`src/rtl/clkgen_pkg.sv`:
```
// Shared types and constants for the clock/reset generator.
// The state encoding is exported on state_o for debug visibility.
package clkgen_pkg;

    typedef enum logic [2:0] {
        ST_RESET     = 3'd0,
        ST_WAIT_LOCK = 3'd1,
        ST_HOLD      = 3'd2,
        ST_RELEASE   = 3'd3,
        ST_RUN       = 3'd4
    } rst_seq_state_e;

    localparam int CLKGEN_SYNC_STAGES_DEF = 2;
    localparam int CLKGEN_HOLD_CYCLES_DEF = 16;

    // Width needed to hold max(a, b) without overflow.
    function automatic int clog2_max(input int a, input int b);
        int m;
        m = (a > b) ? a : b;
        return $clog2(m + 1);
    endfunction

endpackage

```
`src/rtl/clkgen_sync.sv`:
```
// Generic multi-flop synchroniser with asynchronous active-low clear.
// Used both for reset-release (d tied high) and for the PLL lock input.
module clkgen_sync #(
    parameter int   SYNC_STAGES = 2,
    parameter logic RESET_VAL   = 1'b0
) (
    input  logic clk,
    input  logic rst_n,
    input  logic d,
    output logic q
);

    logic [SYNC_STAGES-1:0] chain;

    always_ff @(posedge clk or negedge rst_n) begin
        if (!rst_n) begin
            chain <= {SYNC_STAGES{RESET_VAL}};
        end else begin
            chain <= {chain[SYNC_STAGES-2:0], d};
        end
    end

    assign q = chain[SYNC_STAGES-1];

endmodule

```
`src/rtl/clkgen_rst_seq.sv`:
```
// Staggered reset sequencer plus programmable clock-enable strobes.
// Define CLKGEN_RST_SEQ_SW_RST_EN to honour sw_rst_req_i in RELEASE/RUN.
module clkgen_rst_seq
    import clkgen_pkg::*;
#(
    parameter int NUM_RST        = 4,
    parameter int SYNC_STAGES    = CLKGEN_SYNC_STAGES_DEF,
    parameter int HOLD_CYCLES    = CLKGEN_HOLD_CYCLES_DEF,
    parameter int STAGGER_CYCLES = 8,
    parameter int NUM_CLKEN      = 2,
    parameter int DIV_W          = 8
) (
    input  logic                       IO_CLK,
    input  logic                       IO_RST_N,
    input  logic                       locked_i,
    input  logic                       sw_rst_req_i,
    input  logic [NUM_CLKEN*DIV_W-1:0] div_i,
    output logic [NUM_RST-1:0]         rst_n_o,
    output logic [NUM_CLKEN-1:0]       clk_en_o,
    output logic                       busy_o,
    output logic [2:0]                 state_o
);

    localparam int              CNT_W     = clog2_max(HOLD_CYCLES, NUM_RST * STAGGER_CYCLES);
    localparam logic [CNT_W-1:0] CNT_MAX   = '1;
    localparam logic [CNT_W-1:0] HOLD_LAST = CNT_W'(HOLD_CYCLES - 1);
    localparam logic [CNT_W-1:0] REL_LAST  = CNT_W'((NUM_RST - 1) * STAGGER_CYCLES);

    rst_seq_state_e   state;
    logic [CNT_W-1:0] cnt;
    logic [CNT_W-1:0] cnt_inc;
    logic             rst_sync_n;
    logic             lock_s;
    logic             drop_now;

    clkgen_sync #(
        .SYNC_STAGES (SYNC_STAGES),
        .RESET_VAL   (1'b0)
    ) u_rst_sync (
        .clk   (IO_CLK),
        .rst_n (IO_RST_N),
        .d     (1'b1),
        .q     (rst_sync_n)
    );

    clkgen_sync #(
        .SYNC_STAGES (SYNC_STAGES),
        .RESET_VAL   (1'b0)
    ) u_lock_sync (
        .clk   (IO_CLK),
        .rst_n (IO_RST_N),
        .d     (locked_i),
        .q     (lock_s)
    );

`ifndef CLKGEN_RST_SEQ_SW_RST_EN
    logic unused_sw_rst_req;
    assign unused_sw_rst_req = sw_rst_req_i;
`endif

    assign cnt_inc = (cnt == CNT_MAX) ? cnt : cnt + 1'b1;
    assign state_o = state;

    // Re-assertion condition, needed by the enable channels so they go quiet
    // on the same edge that drops the resets.
    always_comb begin
        drop_now = 1'b0;
        case (state)
            ST_RESET, ST_WAIT_LOCK:       drop_now = 1'b0;
            ST_HOLD, ST_RELEASE, ST_RUN:  drop_now = !lock_s;
            default:                      drop_now = 1'b1;
        endcase
`ifdef CLKGEN_RST_SEQ_SW_RST_EN
        if ((state == ST_RELEASE || state == ST_RUN) && sw_rst_req_i) begin
            drop_now = 1'b1;
        end
`endif
    end

    always_ff @(posedge IO_CLK or negedge IO_RST_N) begin
        if (!IO_RST_N) begin
            state   <= ST_RESET;
            cnt     <= '0;
            rst_n_o <= '0;
            busy_o  <= 1'b1;
        end else begin
            case (state)
                ST_RESET: begin
                    if (rst_sync_n) begin
                        state <= ST_WAIT_LOCK;
                    end
                end

                ST_WAIT_LOCK: begin
                    cnt <= '0;
                    if (lock_s) begin
                        state <= ST_HOLD;
                    end
                end

                ST_HOLD: begin
                    if (!lock_s) begin
                        state   <= ST_WAIT_LOCK;
                        cnt     <= '0;
                        rst_n_o <= '0;
                    end else if (cnt == HOLD_LAST) begin
                        cnt        <= '0;
                        rst_n_o[0] <= 1'b1;
                        if (NUM_RST == 1) begin
                            state  <= ST_RUN;
                            busy_o <= 1'b0;
                        end else begin
                            state <= ST_RELEASE;
                        end
                    end else begin
                        cnt <= cnt_inc;
                    end
                end

                ST_RELEASE: begin
                    if (!lock_s) begin
                        state   <= ST_WAIT_LOCK;
                        cnt     <= '0;
                        rst_n_o <= '0;
                    end
`ifdef CLKGEN_RST_SEQ_SW_RST_EN
                    else if (sw_rst_req_i) begin
                        state   <= ST_HOLD;
                        cnt     <= '0;
                        rst_n_o <= '0;
                    end
`endif
                    else begin
                        cnt <= cnt_inc;
                        // Bit i releases once the counter reaches i*STAGGER_CYCLES.
                        for (int i = 1; i < NUM_RST; i++) begin
                            if (cnt_inc == CNT_W'(i * STAGGER_CYCLES)) begin
                                rst_n_o[i] <= 1'b1;
                            end
                        end
                        if (cnt_inc == REL_LAST) begin
                            state  <= ST_RUN;
                            busy_o <= 1'b0;
                        end
                    end
                end

                ST_RUN: begin
                    if (!lock_s) begin
                        state   <= ST_WAIT_LOCK;
                        cnt     <= '0;
                        rst_n_o <= '0;
                        busy_o  <= 1'b1;
                    end
`ifdef CLKGEN_RST_SEQ_SW_RST_EN
                    else if (sw_rst_req_i) begin
                        state   <= ST_HOLD;
                        cnt     <= '0;
                        rst_n_o <= '0;
                        busy_o  <= 1'b1;
                    end
`endif
                end

                default: begin
                    state   <= ST_RESET;
                    cnt     <= '0;
                    rst_n_o <= '0;
                    busy_o  <= 1'b1;
                end
            endcase
        end
    end

    // Divider channels run only while the first domain is out of reset.
    for (genvar k = 0; k < NUM_CLKEN; k++) begin : g_clken
        logic [DIV_W-1:0] div_cnt;
        logic [DIV_W-1:0] div_q;
        logic             en_q;
        logic [DIV_W-1:0] div_k;

        assign div_k       = div_i[k*DIV_W +: DIV_W];
        assign clk_en_o[k] = en_q;

        always_ff @(posedge IO_CLK or negedge IO_RST_N) begin
            if (!IO_RST_N) begin
                div_cnt <= '0;
                div_q   <= '0;
                en_q    <= 1'b0;
            end else if (drop_now || !rst_n_o[0]) begin
                div_cnt <= '0;
                div_q   <= div_k;
                en_q    <= 1'b0;
            end else if (div_cnt == div_q) begin
                div_cnt <= '0;
                div_q   <= div_k;
                en_q    <= 1'b1;
            end else begin
                div_cnt <= div_cnt + 1'b1;
                en_q    <= 1'b0;
                // A wrap through all-ones is a reload without a pulse.
                if (div_cnt == {DIV_W{1'b1}}) begin
                    div_q <= div_k;
                end
            end
        end
    end

endmodule

```
`config.mk`:
```
export PLATFORM = sky130hd
export DESIGN_NAME = clkgen_rst_seq
export DESIGN_NICKNAME = d
export VERILOG_FILES = /design/src/rtl/clkgen_pkg.sv /design/src/rtl/clkgen_sync.sv /design/src/rtl/clkgen_rst_seq.sv
export SDC_FILE = /design/constraint.sdc
export NUM_CORES = 1
export LEC_CHECK = 0
export ABC_AREA = 1
export BUFFER_PORTS_ARGS = -buffer_cell sky130_fd_sc_hd__buf_2
export CAP_MARGIN = 20
export CELL_PAD_IN_SITES_DETAIL_PLACEMENT = 0
export CELL_PAD_IN_SITES_GLOBAL_PLACEMENT = 1
export CORE_MARGIN = 2
export CORE_UTILIZATION = 44
export DETAILED_ROUTE_END_ITERATION = 7
export PLACE_DENSITY = 0.76
export SLEW_MARGIN = 20
export SYNTH_ARGS = -nofsm -noshare
export SYNTH_HDL_FRONTEND = slang
export SYNTH_HIERARCHICAL = 1
export SYNTH_SLANG_ARGS = --single-unit
```
`constraint.sdc`:
```
create_clock -name IO_CLK -period 1.8 [get_ports IO_CLK]
set_input_delay 0.18 -clock IO_CLK [delete_from_list [all_inputs] [get_ports IO_CLK]]
set_output_delay 0.18 -clock IO_CLK [all_outputs]
set_load 0.005 [all_outputs]
```
[Yosys cells after proc, flatten, opt, wreduce, memory -nomap -nowiden]
Cells that the tools add are included.
Storage, ports and cells
  word-level logic and storage cells: 104
  input bits: 20
  register bits: 52
  output and inout bits: 10
Cells by class
  muxes and demuxes: 43
  reductions and logical operators: 16
  equal/unequal tests: 24
  bitwise gates (word level): 3
  $add $sub $neg: 3
Operators by type and width (count)
  $mux W8: 10
  $mux W6: 5
  $mux W3: 9
  $pmux W6 S4: 1
  $reduce_and A4 Y1: 5
  $add A8 B1 Y8 const B: 2
  $eq A8 B8 Y1: 2
  $eq A8 B8 Y1 const B: 2
  $pmux W4 S4: 1
  $pmux W3 S5: 1
  $mux W1: 13
  $eq A6 B4 Y1 const B: 2
  $eq A6 B5 Y1 const B: 2
  $ne A3 B3 Y1 const B: 4
  $ne A2 B2 Y1 const B: 4
  $add A6 B1 Y6 const B: 1
  $eq A3 B2 Y1 const B: 2
  $eq A6 B6 Y1 const B: 1
  $ne A2 B1 Y1 const B: 3
  $reduce_bool A3 Y1: 2
  $reduce_or A3 Y1: 2
  $reduce_and A5 Y1: 1
  $mux W4: 1
  $eq A3 B1 Y1 const B: 1
  9 further kinds: 12

[Logic depth before layout (Yosys ltp)]
Gate-level depths: netlist of the first run.
  depth in word-level cells: 6
  depth in mapped cells: 12

[By module]
Netlist of the first run, hierarchy kept.
By module, submodules not included
  clkgen_rst_seq: sequential area each 1202.4 sq um, area each 2610.0 sq um, instances 1, cells each 312
  clkgen_sync: sequential area each 50.0 sq um, area each 50.0 sq um, instances 2, cells each 2

[Worst setup path after synthesis of the first run]
No wires, ideal clock.
  kind: reg2reg
  start: register cnt[0]
  end: register state[2], in the netlist state_o[2]
  library setup time: 0.124 ns
  path slack: 0.262 ns
  stages on the path, launching flop included: 10
  period minus slack after synthesis: 1.538 ns
  arrival time: 1.414 ns
  buffers on the path: 0
  cell sequence: dfrtp_1 > ha_1 > nand2_2 > nor2_4 > nand2_1 > nor2_2 > nor2_2 > nor2_4 > nand3_1 > a21boi_1
Between the ends
  cells in the longest elaborated chain, start to end: 5
Ends and longest elaborated chain
  start, declared: line clkgen_rst_seq.sv:30  | logic [CNT_W-1:0] cnt;
  start signal, assigned: line clkgen_rst_seq.sv:116  | cnt <= cnt_inc;
  start signal, assigned: line clkgen_rst_seq.sv:134  | cnt <= cnt_inc;
  $add A6 B1 Y6 or $eq A6 B6 Y1 (tied branches): line clkgen_rst_seq.sv:61  | assign cnt_inc = (cnt == CNT_MAX) ? cnt : cnt + 1'b1;
  $mux W6: line clkgen_rst_seq.sv:61
  $eq A6 B5 Y1: line clkgen_rst_seq.sv:141  | if (cnt_inc == REL_LAST) begin
  $ne A3 B3 Y1 (no line)
  $reduce_and A5 Y1 (no line) (*)
  end signal, assigned: line clkgen_rst_seq.sv:82  | state <= ST_RESET;
  end signal, assigned: line clkgen_rst_seq.sv:142  | state <= ST_RUN;
  end signal, assigned: line clkgen_rst_seq.sv:150  | state <= ST_WAIT_LOCK;
  end, declared: line clkgen_rst_seq.sv:29  | rst_seq_state_e state;
Mark *: on every way between the ends. The rest lies on a longest branch, timed or not.
A chain may end at the register's enable or synchronous reset.

[Worst setup path in the final report of the first run]
  start: register state[2], in the netlist state_o[2]
  end: register state[0], in the netlist state_o[0]
Between the ends
  cells in the longest elaborated chain, start to end: 3
Ends and longest elaborated chain
  start signal, assigned: line clkgen_rst_seq.sv:82
  start signal, assigned: line clkgen_rst_seq.sv:90  | state <= ST_WAIT_LOCK;
  start signal, assigned: line clkgen_rst_seq.sv:97  | state <= ST_HOLD;
  $eq A3 B2 Y1, or another cell as far along: line clkgen_rst_seq.sv:87  | case (state)
  $ne A3 B3 Y1 (no line), or another cell as far along
  $reduce_and A5 Y1 (no line)
Parallel ways exist; a longest one is shown, timed or not.

==> results of run 1 <==
==> flip-flops by register name (all words and copies together), names as in the netlist <==
| register | count |
|---|---|
| g_clken.div_cnt | 16 |
| g_clken.div_q | 16 |
| cnt | 6 |
| rst_n_o | 4 |
| state_o | 3 |
| g_clken.en_q | 2 |
| u_lock_sync/chain | 2 |
| u_rst_sync/chain | 2 |
| busy_o | 1 |
==> power by group <==
part	internal (mW)	total, mW	switching, mW
Clock	0.313	0.690	0.377
Combinational	0.633	1.52	0.885
Sequential	1.45	1.70	0.249
==> per-stage QoR <==
step | total power, mW | hold slack [ns] | setup WS, ns
floorplan | 2.81 | -0.116 | 0.262
global placement | 3.20 | 0.194 | 0.144
detailed placement | 3.24 | 0.196 | 0.117
CTS | 3.95 | 0.0540 | 0.101
global route | 4.28 | 0.0620 | 0.0187
finish | 3.90 | 0.0654 | 0.151
==> repair_timing <==
action / CTS / global route
hold buffers: 2 / 0
setup endpoints to repair: 0 / 10
endpoints found under the hold margin: 22 / 0
gates resized for setup: 0 / 7
buffers inserted: 0 / 0
==> metal layers <==
layer,wire length [um],up-vias,share of wire (%),GRT usage [%]
met1,2440,980,49,22.1
met5,0,-,0,0
li1,-,1086,-,-
met4,37,0,0.74,4.50
met3,151,4,3.0,3.70
met2,2390,26,48,27.9
==> logic make-up (layout without fill, tap and decap cells) <==
logic type      count (synthesis)  after routing  share of synthesized area (%)
flops                          52             52                           48.1
xor+xnor                       21             21                           6.79
fa+ha+maj                       3              3                           1.39
compound gates                 32             32                           7.80
other cells                     1              1                          0.138
buf+inv                        44             85                           6.93
simple gates                  163            163                           28.9
==> placed cells by master, fill, tap and decap left out, types with 2 or more instances in the layout <==
master,n
nand2_1,79
dfrtp_1,51
inv_1,35
buf_2,28
nor2_1,26
nand3_1,20
xnor2_1,16
nor2_2,8
a21oi_1,8
o21ai_2,8
buf_4,7
clkbuf_8,6
xor2_1,5
nor2_4,5
nor3_1,4
inv_2,4
nor3b_1,4
nand4_1,4
o21ai_0,4
nand2_2,3
o21ai_1,3
nand3_2,3
nand3b_1,3
o22ai_1,3
nand3_4,2
ha_1,2
dlygate4sd3_1,2
==> area by class of cell <==
class / instances / area [um2] / share of cell area [%]
clock buffers: 7 / 86.3 / 2.76
flip-flops and latches: 52 / 1300 / 41.7
clock inverters: 1 / 7.51 / 0.240
inverters: 39 / 146 / 4.68
well taps: 75 / 93.8 / 3.00
repair buffers: 38 / 233 / 7.45
multi-input cells: 220 / 1260 / 40.2
==> worst max path at each step <==
stage          startpoint    endpoint  slack [ns]  cells past startpoint
5_1_grt            cnt[1]  state_o[0]        0.02                     11
3_3_place_gp       cnt[0]  state_o[0]        0.14                     10
4_1_cts            cnt[1]  state_o[0]        0.10                     10
3_5_place_dp       cnt[1]  state_o[0]        0.12                     10
2_1_floorplan      cnt[0]  state_o[2]        0.26                      9
6_report       state_o[2]  state_o[0]        0.15                      7
==> worst min-delay path, delay by kind of cell <==
family                 cells  cell delay [ns]
and+or+nand+nor            2             0.09
buffers and inverters      1             0.07
==> flow_summary.ini, run 1 <==
[routing]
vias_per_cell = 4.85
drtIter0Drc = 83
vias = 2096
wl_per_cell_um = 11.6
drc = 0
first_pass_iters = 4
drt-total-wl_um = 5020
ant_nets = 0

[power]
powerDensity_nw_per_um2 = 1250
leakagePower_nw = 1.47
ir_drop_mv = 0.620

[run_status]
status = finished, final reports clean

[setup_path]
end_kind = register
slowest_delay_ns = 0.38
arrival_ns = 1.84
r2r-end = state_o[0]
critical_path.slowest_cell = dfrtp_1
cp_cell_sequence = inv_1, nand4_2, nor2_2, nor2_2, buf_4, nand3_1, nand2_1
cp-start-kind = register
crit_top_cell = nor2_2
reg2reg_depth = 7
crit_fanout = 11
path_class = register to register
crit_required_ns = 1.99
crit_family = simple AND/OR/NAND/NOR gates
timing.rr.start = state_o[2]
path_buf_inv = 2
rrSetupSlack_ns = 0.15

[placed_design]
port_buffers = 28
place_area_um2 = 2980
hpwl_um = 3810
post-place-cells = 422
place_congestion = 0.799

[synthesis]
async_flop_share_pct = 100
synthesis.area_um2 = 2710
synth_edf_count = 0
synth-seq-area-share_pct = 48.1
synthCells = 316
syn-num-nets = 339
synthTopCellsByArea = dfrtp_1, nand2_1, xnor2_1
yosysTopAreaCell = dfrtp_1
yosysWarnings = 6
yosysUniqueCellTypes = 35
synth_top_area_share_pct = 47.1
synth_area_per_cell_um2 = 8.58
ys_ff_latch = 52
yosysMostFrequentCell = nand2_1
yosys-top-cells-count = nand2_1, dfrtp_1, inv_1
synth_flop_cell = dfrtp_1

[layout]
n_antenna_cell = 0
stdcell_area_um2 = 3130
nets = 379
fin_cells = 432
drive_above_1_share_pct = 22.7
nFillCells = 580
final_util_pct = 52.8
areaGrowthSynthToFinish_pct = 15.3

[timing]
period_share_pct = 91.6
worstMarginPinSlew_ns = 0.545
drv_slew = 0
final-setup-viol-count = 0
fmax_ghz = 0.606
maxSlewHeadroom_pct = 63.7
fin_crit_ns = 1.65
tns_ns = 0
rsz0062_at_grt = no
hold_viol = 0
skew_ns = 0.0105

[floorplanning]
io_pins = 30
die_area_um2 = 6800
die_y_um = 82.5
die_w_um = 82.5
initial_core_util_pct = 45.8
coreArea_um2 = 5920
placementRows = 28

[clock_network]
cts_buffer_depth = 2
clkTransAtPathRegs_ns = 0.10
clock-root-buffer = clkbuf_8
cts_made_buffers = 5
h-tree-depth = 2
clkLatencyLatePin_ns = 0.30
tritoncts = built
cts.sink_count = 52

[global_routing]
antenna_found_initial = 0
grt_use_total_pct = 16.8
grt_pass1_vias = 1976
grt_pass1_wl_um = 8790
grt_max_degree = 31
grt_overflow = 0

[min_path]
holdPathEnd = g_clken[1].div_q[3]
min_from = div_i[11]
min_path_type = primary input to register
whs_path_depth = 3

[run]
maxCapViolations = 0
Note: power is estimated with default switching activity, not from simulation.
==> inputs of run 2 (changes only) <==
- CORE_ASPECT_RATIO: unset -> 1.5
==> flow_summary.ini, run 2 (same netlist as run 1, synthesis figures left out) <==
[clock_network]
cts.sink_count = 52
cts_buffer_depth = 2
cts_made_buffers = 5
clkTransAtPathRegs_ns = 0.09
h-tree-depth = 2
clock-root-buffer = clkbuf_8
tritoncts = built
clkLatencyLatePin_ns = 0.30

[layout]
areaGrowthSynthToFinish_pct = 16.1
final_util_pct = 52.0
n_antenna_cell = 0
layout_common_cells = nand2_1, dfrtp_1, inv_1
mostFrequentLayoutCell = nand2_1
top_regs = g_clken.div_cnt (16), g_clken.div_q (16), cnt (6)
nets = 379
stdcell_area_um2 = 3150
drive_above_1_share_pct = 23.2
fin_cells = 431

[placed_design]
pre_cts_ws_ns = 0.0773
place_congestion = 0.812
port_buffers = 28
hpwl_um = 3850
post-place-cells = 420
place_area_um2 = 2970

[floorplanning]
io_pins = 30
die_y_um = 100
initial_core_util_pct = 44.8
coreArea_um2 = 6040
die_w_um = 68.1
die_area_um2 = 6820
placementRows = 35

[global_routing]
grt_overflow = 0
grt.busiest_layer = met2
grt_pass1_wl_um = 8870
grt_use_total_pct = 17.2
grt_pass1_vias = 2018
use_met1_pct = 19.9
grtUsageMet2_pct = 30.6
use_met3_pct = 2.69
grt_max_degree = 53
antenna_found_initial = 0

[timing]
drv_slew = 0
fin_crit_ns = 1.60
setup_slack_ns = 0.197
skew_ns = 0.00899
hold_viol = 0
final-setup-viol-count = 0
fin_hold_ws_ns = 0.0767
fmax_ghz = 0.624
period_share_pct = 89.1
tns_ns = 0
rsz0062_at_grt = no

[power]
switching_power_mw = 1.49
leakagePower_nw = 1.48
finalPower_mw = 3.87
pwr-share-seq_pct = 43.9
powerDensity_nw_per_um2 = 1230
ir_drop_mv = 0.624
combPwrFrac_pct = 38.7
swShare_pct = 38.5
clkPwrFrac_pct = 17.5
internal_power_mw = 2.38

[routing]
vias_per_cell = 4.75
vias = 2048
wl_per_cell_um = 11.7
ant_nets = 0
drc = 0
first_pass_iters = 5
drtIter0Drc = 49
drt-total-wl_um = 5030

[run]
maxCapViolations = 0

[setup_path]
path_class = register to register
cp-start-kind = register
rrSetupSlack_ns = 0.20
end_kind = register
crit_required_ns = 2.05
arrival_ns = 1.85
crit_fanout = 4

[run_status]
status = finished, final reports clean

[min_path]
min_path_type = primary input to register
## run 2: cell type report
class,instances,area (um2)
clock buffers,7,86.3
clock inverters,1,7.51
fillers,575,2900
inverters,39,150
multi-input cells,220,1270
flip-flops and latches,52,1300
well taps,74,92.6
repair buffers,38,233
## run 2: worst paths after layout
check,from,cells after the start,to
max,cnt[1],11,state_o[0]
min,div_i[14],3,g_clken[1].div_q[6]
max reg2reg,cnt[1],11,state_o[0]
min reg2reg,u_rst_sync/chain[0],0,u_rst_sync/chain[1]
max in group asynchronous,IO_RST_N,3,busy_o
min in group asynchronous,IO_RST_N,3,g_clken[0].div_cnt[0]
## run 2: metal layers
metal  share of wire (%)  vias to the layer above
met5                   0                        -
met4                 2.4                        0
met3                 2.6                       11
met2                  53                       31
met1                  42                      927
li1                    -                     1079
## run 2: critical path: stages, from the launching register on
cell and delay (ns):
dfrtp_1 0.42, ha_4 0.17, nand3_2 0.14, nor2_4 0.14, nand2_1 0.06, nand2_1 0.08, nand2_1 0.10, nor2_4 0.13
nand2_1 0.09, nand2_1 0.08, nand3_1 0.07, nand2_1 0.07
## run 2: power groups by stage
stage               Combinational, mW  Clock [mW]  Sequential (mW)
floorplan                        1.14           0             1.68
global placement                 1.48           0             1.71
detailed placement               1.49           0             1.73
CTS                              1.50       0.714             1.70
global route                     1.77       0.753             1.74
finish                           1.50       0.677             1.70
## run 2: repair_timing
action,4_1_cts,5_1_grt
setup endpoints to repair,0,16
gates resized for setup,0,11
setup buffers,0,1
hold endpoints to repair,52,0
hold buffers,2,0
==> inputs of run 3 (changes only) <==
- CORE_UTILIZATION: 44 -> 45
- PLACE_DENSITY: 0.76 -> 0.78
- REMOVE_ABC_BUFFERS: unset -> 1
- clock period: 1.8 -> 1.89 ns (I/O delays scaled with it)
==> flow_summary.ini, run 3 (same netlist as run 1, synthesis figures left out) <==
[run_status]
status = finished, final reports clean

[setup_path]
arrival_ns = 1.89
cp_cell_sequence = ha_1, nand3_1, nor4_1, nand2_1, nand3_4, inv_2, nand2_1, nand2_1
cp-start-kind = register
slowest_delay_ns = 0.43
rrSetupSlack_ns = 0.20
crit_required_ns = 2.09
critical_path.slowest_cell = dfrtp_1
crit_top_cell = nand2_1
path_class = register to register
end_kind = register
crit_fanout = 9

[power]
pwr-share-seq_pct = 44.0
leakagePower_nw = 1.46
internal_power_mw = 2.24
clkPwrFrac_pct = 18.2
switching_power_mw = 1.41
ir_drop_mv = 0.764
combPwrFrac_pct = 37.8
powerDensity_nw_per_um2 = 1190
swShare_pct = 38.6

[timing]
rsz0062_at_grt = no
drv_slew = 0
fmax_ghz = 0.592
final-setup-viol-count = 0
skew_ns = 0.00498
tns_ns = 0
hold_viol = 0
fin_hold_ws_ns = 0.0797
setup_slack_ns = 0.201
period_share_pct = 89.4
fin_crit_ns = 1.69

[global_routing]
grt_pass1_wl_um = 8670
antenna_found_initial = 0
grt_overflow = 0
grt_max_degree = 53
grt_use_total_pct = 17.0
grt_pass1_vias = 2068

[floorplanning]
coreArea_um2 = 5830
die_y_um = 99.0
initial_core_util_pct = 46.5
placementRows = 34
die_w_um = 67.4
die_area_um2 = 6670
io_pins = 30

[clock_network]
clkLatencyLatePin_ns = 0.30
cts_made_buffers = 5
h-tree-depth = 2
post-cts-setup-buffers = 0
tritoncts = built
clock-root-buffer = clkbuf_8
clkTransAtPathRegs_ns = 0.09
cts_buffer_depth = 2
cts.sink_count = 52

[routing]
vias = 2049
vias_per_cell = 4.81
wl_per_cell_um = 11.4
drtIter0Drc = 66
drc = 0
drt-total-wl_um = 4860
ant_nets = 0
first_pass_iters = 4

[placed_design]
place_congestion = 0.832
pre_cts_ws_ns = 0.164
place_area_um2 = 2950
port_buffers = 28
hpwl_um = 3720

[layout]
nFillCells = 590
nets = 376
top_regs = g_clken.div_cnt (16), g_clken.div_q (16), cnt (6)
final_util_pct = 52.6
multi_input_comb_area_um2 = 1220
layout_common_cells = nand2_1, dfrtp_1, inv_1
areaGrowthSynthToFinish_pct = 13.2
stdcell_area_um2 = 3070
n_antenna_cell = 0
mostFrequentLayoutCell = nand2_1
seqCellArea_um2 = 1300
drive_above_1_share_pct = 21.5

[min_path]
min_path_type = primary input to register

[run]
maxCapViolations = 0
## run 3: changes by cell type in the layout (fill, tap and decap cells not counted), moves of 2 or more
cell	delta
nor2_2	+2
clkinvlp_4	-2
buf_4	-3
nor2_4	-3
## run 3: power by group through the flow
stage / sequential [mW] / clock, mW / combinational (mW)
finish: 1.60 / 0.664 / 1.38
global route: 1.65 / 0.747 / 1.60
CTS: 1.61 / 0.699 / 1.41
detailed placement: 1.63 / 0 / 1.41
global placement: 1.62 / 0 / 1.40
floorplan: 1.60 / 0 / 1.05
## run 3: per-stage QoR
stage	instances	power, mW
after global routing	426	3.99
after global placement	416	3.02
after detailed placement	416	3.04
final	426	3.65
after CTS	426	3.72
after floorplan	311	2.65
## run 3: critical path, delay by kind of cell, from the launching register on
kind          cells  cell delay (ns)
buf+inv           1             0.09
fa+ha+maj         1             0.21
flops             1             0.43
simple gates      6             0.85
## run 3: routing by layer
metal,up-vias,GRT usage [%],part of all wire [%],wire (um)
met2,18,29.1,55,2680
met4,0,7.69,1.6,76
met5,-,0,0,0
li1,1071,-,-,-
met1,955,20.0,41,2000
met3,5,3.65,2.1,104
## run 3: path summary, 6_finish.rpt
| kind | startpoint | to | depth (start not counted) |
|---|---|---|---|
| max | g_clken[1].div_cnt[0] | g_clken[1].div_q[2] | 8 |
| min | div_i[13] | g_clken[1].div_q[5] | 3 |
| max reg2reg | g_clken[1].div_cnt[0] | g_clken[1].div_q[2] | 8 |
| min reg2reg | u_rst_sync/chain[0] | u_rst_sync/chain[1] | 0 |
| max in group asynchronous | IO_RST_N | busy_o | 3 |
| min in group asynchronous | IO_RST_N | u_lock_sync/chain[0] | 3 |
## run 3: what timing repair did
item,in CTS,in global routing
setup endpoints to repair,0,2
hold buffers,2,0
hold endpoints to repair,52,0
gates resized for setup,0,1
## run 3: layout make-up
cell class / instances / area share [%]
clock buffers: 6 / 2.69
inverters: 39 / 4.77
flip-flops and latches: 52 / 42.5
repair buffers: 35 / 6.85
multi-input cells: 220 / 39.8
clock inverters: 2 / 0.449
well taps: 72 / 2.94
